[config.mk]
export PLATFORM = sky130hd
export DESIGN_NAME = axi_line_fill_flat
export DESIGN_NICKNAME = d
export VERILOG_FILES = /design/src/rtl/axi_line_fill_if.sv /design/src/rtl/axi_line_fill.sv /design/src/flat_wrapper.sv
export SDC_FILE = /design/constraint.sdc
export NUM_CORES = 1
export LEC_CHECK = 0
export BUFFER_PORTS_ARGS = -buffer_cell sky130_fd_sc_hd__buf_2
export CAP_MARGIN = 25
export CORE_AREA = 5 5 255 257
export CTS_BUF_LIST = sky130_fd_sc_hd__clkbuf_8
export DETAILED_ROUTE_END_ITERATION = 16
export DIE_AREA = 0 0 260 262
export GPL_TIMING_DRIVEN = 0
export PLACE_DENSITY_LB_ADDON = 0.05
export SLEW_MARGIN = 30
export SYNTH_ARGS = -nofsm -noshare
export SYNTH_HDL_FRONTEND = slang
export SYNTH_SLANG_ARGS = --single-unit
[constraint.sdc]
create_clock -name clk -period 3.4 [get_ports clk]
set_clock_uncertainty 0.15 [all_clocks]
set_input_delay 0.68 -clock clk [delete_from_list [all_inputs] [get_ports clk]]
set_output_delay 0.68 -clock clk [all_outputs]
set_load 0.02 [all_outputs]
[src/rtl/axi_line_fill_if.sv]
// Read-only, ID-less AXI channel bundle: 32-bit address, 64-bit data.
interface axi;
  logic [31:0] araddr;
  logic [7:0]  arlen;
  logic [2:0]  arsize;
  logic [1:0]  arburst;
  logic        arvalid;
  logic        arready;
  logic [63:0] rdata;
  logic [1:0]  rresp;
  logic        rlast;
  logic        rvalid;
  logic        rready;

  modport master_no_id_read_only (
    output araddr, arlen, arsize, arburst, arvalid, rready,
    input  arready, rdata, rresp, rlast, rvalid
  );

  modport slave_no_id_read_only (
    input  araddr, arlen, arsize, arburst, arvalid, rready,
    output arready, rdata, rresp, rlast, rvalid
  );
endinterface

[src/rtl/axi_line_fill.sv]
// Cache-line refill engine: one aligned INCR read burst per miss, beats gathered
// into a line buffer that is returned whole with a sticky error flag.
module axi_line_fill #(
  parameter int unsigned LINE_BYTES = 64
) (
  input  logic                    clk,
  input  logic                    rstn,
  input  logic                    req_valid,
  output logic                    req_ready,
  input  logic [31:0]             req_addr,
  output logic                    resp_valid,
  input  logic                    resp_ready,
  output logic [LINE_BYTES*8-1:0] resp_data,
  output logic                    resp_err,
  axi.master_no_id_read_only      mem
);

  localparam int unsigned BEATS      = LINE_BYTES / 8;
  localparam int unsigned OFS        = $clog2(LINE_BYTES);
  localparam int unsigned CW         = $clog2(BEATS + 1);
  localparam int unsigned LW         = LINE_BYTES * 8;
  localparam logic [1:0]  BURST_INCR = 2'd1;

  typedef enum logic [1:0] {
    S_IDLE,
    S_AR,
    S_R,
    S_RESP
  } state_t;

  state_t          r_state;
  logic            r_arvalid;
  logic [31:0]     r_araddr;
  logic [CW-1:0]   r_cnt;
  logic [LW-1:0]   r_line;
  logic            r_err;
  logic            r_resp_valid;

  logic            w_beat_err;
  logic            w_len_err;
  logic            w_unused_ofs;

  // SLVERR and DECERR poison the line; EXOKAY counts as a good beat.
  assign w_beat_err   = mem.rresp inside {2'b10, 2'b11};
  assign w_len_err    = mem.rlast && (r_cnt != CW'(BEATS - 1));
  assign w_unused_ofs = ^req_addr[OFS-1:0];

  always_ff @(posedge clk) begin
    if (!rstn) begin
      r_state      <= S_IDLE;
      r_arvalid    <= 1'b0;
      r_araddr     <= '0;
      r_cnt        <= '0;
      r_line       <= '0;
      r_err        <= 1'b0;
      r_resp_valid <= 1'b0;
    end else begin
      case (r_state)
        S_IDLE: begin
          if (req_valid) begin
            r_araddr  <= {req_addr[31:OFS], {OFS{1'b0}}};
            r_line    <= '0;
            r_cnt     <= '0;
            r_err     <= 1'b0;
            r_arvalid <= 1'b1;
            r_state   <= S_AR;
          end
        end
        S_AR: begin
          if (mem.arready) begin
            r_arvalid <= 1'b0;
            r_state   <= S_R;
          end
        end
        S_R: begin
          if (mem.rvalid) begin
            // Beats beyond the line are drained but never stored.
            for (int unsigned i = 0; i < BEATS; i++) begin
              if (r_cnt == CW'(i)) begin
                r_line[i*64 +: 64] <= mem.rdata;
              end
            end
            if (r_cnt != CW'(BEATS)) begin
              r_cnt <= r_cnt + CW'(1);
            end
            r_err <= r_err | w_beat_err | w_len_err;
            if (mem.rlast) begin
              r_resp_valid <= 1'b1;
              r_state      <= S_RESP;
            end
          end
        end
        S_RESP: begin
          if (resp_ready) begin
            r_resp_valid <= 1'b0;
            r_state      <= S_IDLE;
          end
        end
        default: begin
          r_state <= S_IDLE;
        end
      endcase
    end
  end

  assign req_ready   = (r_state == S_IDLE);
  assign mem.rready  = (r_state == S_R);
  assign mem.arvalid = r_arvalid;
  assign mem.araddr  = r_araddr;
  assign mem.arlen   = 8'(BEATS - 1);
  assign mem.arsize  = 3'd3;
  assign mem.arburst = BURST_INCR;
  assign resp_valid  = r_resp_valid;
  assign resp_data   = r_line;
  assign resp_err    = r_err;

endmodule

[src/flat_wrapper.sv]
// flat-port wrapper written by rule: the top's interface ports become plain ports
module axi_line_fill_flat 
#(
  parameter int unsigned LINE_BYTES = 64
)
  (clk, rstn, req_valid, req_ready, req_addr, resp_valid, resp_ready, resp_data, resp_err, mem_araddr, mem_arlen, mem_arsize, mem_arburst, mem_arvalid, mem_rready, mem_arready, mem_rdata, mem_rresp, mem_rlast, mem_rvalid);
  axi mem_i ();
  input  logic clk;
  input  logic rstn;
  input  logic req_valid;
  output logic req_ready;
  input  logic [31:0] req_addr;
  output logic resp_valid;
  input  logic resp_ready;
  output logic [LINE_BYTES*8-1:0] resp_data;
  output logic resp_err;
  output wire logic [$bits(mem_i.araddr)-1:0] mem_araddr;
  output wire logic [$bits(mem_i.arlen)-1:0] mem_arlen;
  output wire logic [$bits(mem_i.arsize)-1:0] mem_arsize;
  output wire logic [$bits(mem_i.arburst)-1:0] mem_arburst;
  output wire logic [$bits(mem_i.arvalid)-1:0] mem_arvalid;
  output wire logic [$bits(mem_i.rready)-1:0] mem_rready;
  input wire logic [$bits(mem_i.arready)-1:0] mem_arready;
  input wire logic [$bits(mem_i.rdata)-1:0] mem_rdata;
  input wire logic [$bits(mem_i.rresp)-1:0] mem_rresp;
  input wire logic [$bits(mem_i.rlast)-1:0] mem_rlast;
  input wire logic [$bits(mem_i.rvalid)-1:0] mem_rvalid;
  assign mem_araddr = mem_i.araddr;
  assign mem_arlen = mem_i.arlen;
  assign mem_arsize = mem_i.arsize;
  assign mem_arburst = mem_i.arburst;
  assign mem_arvalid = mem_i.arvalid;
  assign mem_rready = mem_i.rready;
  assign mem_i.arready = mem_arready;
  assign mem_i.rdata = mem_rdata;
  assign mem_i.rresp = mem_rresp;
  assign mem_i.rlast = mem_rlast;
  assign mem_i.rvalid = mem_rvalid;
  axi_line_fill #(.LINE_BYTES(LINE_BYTES)) u_core (.clk(clk), .rstn(rstn), .req_valid(req_valid), .req_ready(req_ready), .req_addr(req_addr), .resp_valid(resp_valid), .resp_ready(resp_ready), .resp_data(resp_data), .resp_err(resp_err), .mem(mem_i));
endmodule
== After elaboration in Yosys (flattened, before gate mapping) ==
Index checks and enable logic that the tools add are counted.

* Register bits: 547
* Latch bits: 0
* RAM bits: 0
* Memory bits (read-only): 0
* Bits of input ports: 105
* Output and inout bits: 562
* Logic and storage cells: 97
* Memories: 0

* $add $sub $neg: 1
* $mul: 0
* Div/mod/pow operators: 0
* $lt $le $gt $ge: 0
* Equality and inequality tests: 28
* Shift operators: 0
* Muxes and demuxes: 31
* Bitwise logic cells: 2
* Reductions and logical operators: 21

{| class="wikitable"
|+ Operators with widths
! kind !! count
|-
| 2-to-1 mux 512 bit || 2
|-
| case mux 512 bit (2 select lines) || 1
|-
| 2-to-1 mux 64 bit || 8
|-
| AND reduction 4 bit || 10
|-
| != test 2 x 1 -> 1 bit, second input constant || 11
|-
| == test 4 x 3 -> 1 bit, second input constant || 4
|-
| 2-to-1 mux 4 bit || 3
|-
| 2-to-1 mux 2 bit || 5
|-
| == test 2 bit, second input constant || 4
|-
| == test 4 x 2 -> 1 bit, second input constant || 2
|-
| case mux 2 bit (4 select lines) || 1
|-
| case mux 4 bit (2 select lines) || 1
|-
| nonzero test 2 bit || 4
|-
| 2-to-1 mux 1 bit || 7
|-
| != test 2 bit, second input constant || 3
|-
| case mux 1 bit (2 select lines) || 3
|-
| AND reduction 3 bit || 2
|-
| AND reduction 5 bit || 1
|-
| adder 4 x 1 -> 4 bit, second input constant || 1
|-
| == test 4 x 1 -> 1 bit, second input constant || 1
|-
| logical NOT 4 bit || 1
|-
| != test 4 x 3 -> 1 bit, second input constant || 1
|-
| != test 4 bit, second input constant || 1
|-
| == test 2 x 1 -> 1 bit, second input constant || 1
|-
| other kinds (4) || 5
|}

== Longest topological paths before layout ==
Gate-level depths: netlist of run 1.

* Depth in word-level cells: 6
* Gate-level depth with buffers: 10
* Mapped depth without buffers: 6

== Least setup slack after synthesis of run 1 ==
No wires, ideal clock.

* Kind: register to register
* Start: reg u_core.r_state[0]
* End: reg u_core.r_line[358] (netlist: u_core.resp_data[358])
* Library setup time: 74 ps
* Arrival: 2162 ps
* Data required time: 3176 ps
* Path slack: 1014 ps
* Cell stages (with the launch flop): 11
* Path buffers: 4
* Clock period less this slack: 2386 ps
* Path through: dfxtp_1 > inv_1 > ha_1 > nor2b_1 > buf_2 > a2111oi_1 > buf_2 > buf_4 > buf_2 > nand2_1 > o21ai_0

* Longest elaborated chain between the ends: 3
* Elaborated cells on any way between the ends: 8
* Classes of those cells: eq/ne (4); mux (1); reduce/logical (3)

{| class="wikitable"
|+ Ends and longest elaborated chain
! what !! RTL line !! RTL
|-
| start, declared || axi_line_fill.sv:31 || <nowiki>state_t r_state;</nowiki>
|-
| start signal, assigned || axi_line_fill.sv:50 || <nowiki>r_state <= S_IDLE;</nowiki>
|-
| start signal, assigned || axi_line_fill.sv:66 || <nowiki>r_state <= S_AR;</nowiki>
|-
| start signal, assigned || axi_line_fill.sv:72 || <nowiki>r_state <= S_R;</nowiki>
|-
| logical NOT 2 bit (*) || n/a ||
|-
| via req_ready || flat_wrapper.sv:11 || <nowiki>output logic req_ready;</nowiki>
|-
| != test 2 bit (no line) / nonzero test 2 bit (equally long branches) || n/a ||
|-
| AND reduction 4 bit (no line) || n/a ||
|-
| end signal, assigned by index || axi_line_fill.sv:80 || <nowiki>r_line[i*64 +: 64] <= mem.rdata;</nowiki>
|-
| end, declared || axi_line_fill.sv:35 || <nowiki>logic [LW-1:0] r_line;</nowiki>
|}

The timed path passes the listed nets; every way through them passes the cells marked *.
A chain may end at the register's enable or synchronous reset.

== Final worst setup path of run 1 ==
* Start: reg u_core.r_state[0]
* End: reg u_core.r_line[195] (netlist: u_core.resp_data[195])

* Longest elaborated chain between the ends: 3
* Elaborated cells on any way between the ends: 8
* Classes of those cells: eq/ne (4); mux (1); reduce/logical (3)

{| class="wikitable"
|+ Ends and longest elaborated chain
! what !! RTL line !! RTL
|-
| == test 2 bit / logical NOT 2 bit (equally long branches) || axi_line_fill.sv:58 || <nowiki>case (r_state)</nowiki>
|-
| != test 2 x 1 -> 1 bit (no line) (tied with other cells) || n/a ||
|-
| AND reduction 4 bit (no line) || n/a ||
|}

Parallel ways exist; a longest one is shown, timed or not.

==> results of run 1 <==
==> final timing paths <==
| path | start | to | slack, ns | depth (start not counted) |
|---|---|---|---|---|
| setup / recovery | u_core.r_state[0] | u_core.resp_data[195] | 0.19 | 10 |
| hold / removal | req_addr[15] | u_core.mem.araddr[15] | 0.08 | 3 |
| setup reg to reg | u_core.r_state[0] | u_core.resp_data[195] | 0.19 | 10 |
| hold reg to reg | u_core.resp_data[176] | u_core.resp_data[176] | 0.30 | 2 |
==> power by group <==
group | switching, mW | internal (mW) | total, mW | leakage (nW)
Combinational | 7.25 | 1.96 | 9.21 | 6.18
Sequential | 0.356 | 7.04 | 7.39 | 4.42
Clock | 2.82 | 3.38 | 6.20 | 1.15
==> cells in the mapped netlist <==
cell type	instances
a21oi_1	33
nand2_1	1088
ha_1	10
nand2b_1	1
o21ai_0	482
o22ai_1	1
inv_1	9
and2_1	2
mux2i_1	3
and3_1	64
nor2_2	1
nor3_1	1
buf_4	32
clkbuf_1	162
nand3b_1	4
nor2b_1	2
conb_1	2
a211oi_1	1
o21ai_2	2
a2111oi_2	7
a311oi_1	1
buf_6	9
nor2_1	2
a221oi_1	1
clkbuf_2	13
o221a_2	1
nand4b_1	2
dfxtp_1	547
buf_1	8
or3b_1	4
buf_2	57
or3_1	1
a2111oi_1	1
nand3_1	3
o211ai_1	1
o21ai_1	30
==> cell families after synthesis <==
kind of cell             Yosys count  synth area share [%]
AND/OR/NAND/NOR                 1175                 23.16
AO/OA/AOI/OAI                    561                 14.53
flip-flops                       547                 54.68
buffers and inverters            290                 6.810
adder cells (fa/ha/maj)           10                0.6248
multiplexers                       3                0.1500
other                              2               0.03750
==> worst min-delay path: stages <==
cell     delay (ns)
buf_2          0.09
nand2_1        0.05
a21oi_1        0.05
==> registers in the layout (all words and copies together) (netlist names) <==
| signal | cells |
|---|---|
| u_core.resp_data | 512 |
| u_core.mem.araddr | 26 |
| u_core.r_cnt | 4 |
| u_core.r_state | 2 |
| u_core.mem.arvalid | 1 |
| u_core.resp_err | 1 |
| u_core.resp_valid | 1 |
==> cell type report <==
class / count / area [µm²] / area share (%)
Tap cell: 846 / 1059 / 4.013
Sequential cell: 547 / 10950 / 41.51
Clock inverter: 45 / 206.4 / 0.7826
Multi-Input combinational cell: 1768 / 7775 / 29.47
Timing Repair Buffer: 641 / 3233 / 12.26
Antenna cell: 3 / 7.507 / 0.02846
Clock buffer: 129 / 1775 / 6.731
Buffer: 280 / 1339 / 5.075
Inverter: 9 / 33.78 / 0.1281
==> stage by stage <==
step / worst slack (ns) / instance area (µm²)
global route: 0.006852 / 26380
global placement: -1.220 / 24350
finish: 0.1912 / 26380
detailed placement: -0.1867 / 24390
CTS: 0.07371 / 26370
floorplan: 1.014 / 20090
==> what timing repair did <==
action,4_1_cts,5_1_grt
resized for setup,0,4
hold buffers,0,0
setup endpoints to repair,0,20
buffers inserted,0,0
==> per-layer routing <==
| metal | global-route usage (%) | wire, µm | up-vias |
|---|---|---|---|
| met4 | 8.043 | 2587 | 0 |
| met5 | 0 | 0 | - |
| met3 | 7.350 | 7554 | 138 |
| met1 | 31.48 | 37700 | 9730 |
| met2 | 44.37 | 45110 | 754 |
| li1 | - | - | 9775 |
==> cell usage in the layout, fill, tap and decap left out, types with 3 or more instances in the layout <==
master / count
buf_1: 7
diode_2: 3
dfxtp_1: 547
nand2_1: 1088
o21ai_1: 30
conb_1: 19
clkbuf_8: 129
nand3b_1: 4
mux2i_1: 3
or3b_1: 4
buf_6: 9
clkbuf_2: 21
buf_4: 32
ha_1: 10
inv_1: 41
buf_2: 695
a21oi_1: 33
clkbuf_1: 154
o21ai_0: 482
a2111oi_2: 7
and3_1: 64
clkinv_2: 8
nand3_1: 3
==> impl_results.md, run 1 <==
* Hold WS at 0.07944 ns
* CP startpoint kind: register
* Die width at 260 µm
* Clk_lat worst skew at 0.69 ns
* Core Box Area at 62500 µm²
* Global-route usage over all layers at 25.80%
* Worst-Margin Slew at 0.8156 ns
* Netlist cell types at 36
* Initial antenna violation count at 2
* Final Util at 42.20%
* Setup_tns at 0 ns
* First-pass GRT wire length at 132000 µm
* Die H at 262 µm
* Clk slew on worst S/H paths at 0.06 ns
* Slowest stage cell on the critical path: clkbuf_1
* Peak Freq at 311.6 MHz
* Share of the synthesized area in the top cell type at 54.68%
* Bufs on Longest Clock Path at 3
* Final slew viol count at 0
* Grt ovf at 0
* Leak at 11.74 nW
* Number of synthesized register bits at 547
* Drt pass-1 iters at 8
* Sequential area share after synthesis at 54.68%
* Synth Warn # at 0
* Mapped Area at 20030 µm²
* Fillers at 6599
* Layout cells sized above 1 at 26.70%
* RSZ-0062 raised after global routing: no
* Min cycle time layout at 3.209 ns
* Largest net degree at the start of global routing at 14
* Wirelength per Cell at 21.78 µm
* HP Class: input pin to register
* Crit end category: register
* Antenna viol nets, final at 0
* Non-filler instance count after layout at 4268
* Setup CP Type: register to register
* Rel. slew slack at 45.63%
* Row count at 92
* Area of the die at 68120 µm²
* Area leader, netlist: dfxtp_1
* Synth Area per Inst at 7.738 µm²
* Placed Cells at 4092
* NumNets Final at 3458
* Htree depth at 3
* Root buffer cell: clkbuf_8
* Num CTS Buffers at 96
* Drt via density at 4.779
* Vias at 20400
* DRT Wirelength at 92950 µm
* GPL Wtd Cong at 0.8602
* Starting Density at 32.04%
* DRC viols at 0
* CP most frequent cell: clkbuf_1
* Post-Syn Instances at 2588
* Crit-path max cell delay at 0.52 ns
* Drt initial violations at 1488
* Final HPWL from detailed placement at 70450 µm
* Crit path DAT at 3.67 ns
* Final hold violation count at 0
* Fin crit share at 94.38%
* Worst Path Max Fanout at 13
* Setup-failing EPs final at 0
* Status: finished, final reports clean
* Max VDD drop at 0.3859 mV
* Data required, critical path at 3.86 ns
* Area contributors post-synth: dfxtp_1 55%, nand2_1 20%, o21ai_0 12%, clkbuf_1 3.0%, and3_1 2.0%
* Worst-path cell chain: inv_1 -> ha_1 -> buf_2 -> clkbuf_2 -> buf_8 -> clkbuf_1 -> and3_1 -> clkbuf_1 -> nand2_1 -> o21ai_0
* Clk sinks at 547
* Pwr per Cell Area at 864.5 nW/µm²
* Final Total Pwr at 22.80 mW
* I/O pin count at 667
* Vias in the first global route at 19710
* Area Growth Syn to Fin at 31.73%
* CTS tree: done
* Max-cap violations at 0
* CP bufs+invs at 6
* Port bufs at 639
* Delay-heaviest family, CP: buffers and inverters
Power figures use the tool's default switching activity.
==> inputs of run 2 (changes only) <==
Settings changed: CTS_BUF_LIST sky130_fd_sc_hd__clkbuf_8 to sky130_fd_sc_hd__clkbuf_4.
==> impl_results.md, run 2 (synthesis gave the netlist of run 1 again) <==
* Status: finished, final reports clean
* Die H at 262 µm (unchanged)
* Bufs on Longest Clock Path at 3 (unchanged)
* Crit-path max cell delay at 0.48 ns (-0.04 ns)
* Wirelength per Cell at 21.37 µm (-1.9%)
* Largest net degree at the start of global routing at 17 (+3)
* Setup CP Type: register to register
* Grt ovf at 0 (unchanged)
* Hold WS at 0.1388 ns (+0.05934 ns)
* CP startpoint kind: register
* Commonest non-fill, non-tap cell in the layout: nand2_1
* Placed Cells at 4092 (unchanged)
* HP Class: input pin to register
* Fin crit share at 95.48% (+1.1 points)
* Area Growth Syn to Fin at 33.69%
* RSZ-0062 raised after global routing: no
* Htree depth at 4 (+1)
* Core Box Area at 62500 µm² (unchanged)
* Slowest stage cell on the critical path: a2111oi_2
* Num CTS Buffers at 153 (+59%)
* Initial antenna violation count at 3 (+1)
* Commonest non-fill, non-tap cells in the layout: 1088 x nand2_1, 694 x buf_2, 547 x dfxtp_1, 482 x o21ai_0, 229 x clkbuf_4
* Rel. slew slack at 43.41% (-2.2 points)
* GPL Wtd Cong at 0.8602 (unchanged)
* Peak Freq at 308.0 MHz (-1.2%)
* First-pass GRT wire length at 133600 µm (+1.3%)
* Worst Path Max Fanout at 10 (-3)
* Root buffer cell: clkbuf_4
* NumNets Final at 3555 (+2.8%)
* Worst-Margin Slew at 0.8488 ns (+0.03318 ns)
* Crit path DAT at 3.95 ns (+0.28 ns)
* Setup-failing EPs final at 0 (unchanged)
* Drt via density at 4.779 (about the same)
* Crit end category: register
* Area of the die at 68120 µm² (unchanged)
* DRC viols at 0 (unchanged)
* Clk sinks at 547 (unchanged)
* Clk slew on worst S/H paths at 0.06 ns (about the same)
* Layout cells sized above 1 at 28.48% (+1.8 points)
* CP most frequent cell: buf_2
* Final hold violation count at 0 (unchanged)
* DRT Wirelength at 93960 µm (+1.1%)
* Row count at 92 (unchanged)
* Max-cap violations at 0 (unchanged)
* Max reg flops at 512 (unchanged)
* Leak at 11.93 nW (+1.6%)
* CTS tree: done
* Pwr per Cell Area at 857.3 nW/µm² (-0.84%)
* Port bufs at 639 (unchanged)
* Drt pass-1 iters at 7 (-1)
* Non-filler instance count after layout at 4396 (+3.0%)
* I/O pin count at 667 (unchanged)
* Worst-path cell chain: inv_1 -> ha_1 -> nor2b_1 -> buf_2 -> a2111oi_2 -> clkbuf_4 -> buf_2 -> buf_2 -> nand2_1 -> o21ai_0
* Drt initial violations at 1479 (-0.60%)
* Setup_tns at 0 ns (unchanged)
* Final Total Pwr at 22.95 mW (+0.64%)
* Die width at 260 µm (unchanged)
* Max VDD drop at 0.3675 mV (-4.8%)
* Min cycle time layout at 3.246 ns (+0.03743 ns)
* Vias in the first global route at 20360 (+3.3%)
* Final HPWL from detailed placement at 70450 µm (unchanged)
* Starting Density at 32.04% (unchanged)
* Non-Filler Cell Area, Final at 26770 µm² (+1.5%)
* Final slew viol count at 0 (unchanged)
* Antenna viol nets, final at 0 (unchanged)
* Area after DPL at 24390 µm² (unchanged)
* Vias at 21010 (+3.0%)
* Clk_lat worst skew at 0.96 ns (+0.27 ns)
* Global-route usage over all layers at 26.29% (+0.49 points)
* Data required, critical path at 4.11 ns (+0.25 ns)
==> run 2: layout make-up <==
| type | count | area (µm²) |
|---|---|---|
| fillers | 6624 | 35730 |
| flip-flops and latches | 547 | 10950 |
| multi-input cells | 1768 | 7775 |
| repair buffers | 680 | 3623 |
| clock buffers | 227 | 1704 |
| plain buffers | 281 | 1345 |
| well taps | 846 | 1059 |
| clock inverters | 31 | 264.0 |
| inverters | 9 | 33.78 |
| diodes | 7 | 17.52 |
==> run 2: routing by layer <==
metal | wire [µm] | up-vias | GRT usage (%) | part of all wire [%]
met1 | 37560 | 9918 | 31.19 | 40
met3 | 8196 | 165 | 9.176 | 8.7
met5 | 0 | - | 0 | 0
met4 | 2950 | 0 | 9.423 | 3.1
li1 | - | 10050 | - | -
met2 | 45260 | 879 | 44.40 | 48
==> run 2: final timing paths <==
kind         depth (start not counted)                  start               endpoint  slack [ns]
min                                  5          mem_rdata[19]  u_core.resp_data[211]        0.14
max                                 10      u_core.r_state[0]  u_core.resp_data[392]        0.15
min reg2reg                          2  u_core.resp_data[176]  u_core.resp_data[176]        0.30
max reg2reg                         10      u_core.r_state[0]  u_core.resp_data[392]        0.15
==> run 2: through the flow <==
step,worst slack [ns],utilization (%)
2_1_floorplan,1.014,-
3_3_place_gp,-1.220,38.95
3_5_place_dp,-0.1867,39.02
4_1_cts,0.05648,42.79
5_1_grt,0.005548,42.83
6_report,0.1538,42.83
==> run 2: what timing repair did <==
| item | in CTS | in global routing |
|---|---|---|
| endpoints found under the hold margin | 48 | 0 |
| resized for setup | 0 | 5 |
| buffers inserted | 0 | 0 |
| hold buffers | 39 | 0 |
| endpoints found under the setup margin | 0 | 22 |
==> run 2: where the power goes <==
| group | internal [mW] | total [mW] | switching, mW |
|---|---|---|---|
| Clock | 3.40 | 6.25 | 2.85 |
| Sequential | 7.03 | 7.39 | 0.356 |
| Combinational | 2.02 | 9.31 | 7.30 |
==> run 2: worst max-delay path, delay by kind of cell, from the launching register on <==
kind,cells,cell delay [ns]
flip-flops,1,0.39
AND/OR/NAND/NOR,2,0.28
AO/OA/AOI/OAI,2,0.56
adder cells (fa/ha/maj),1,0.30
buffers and inverters,5,1.44
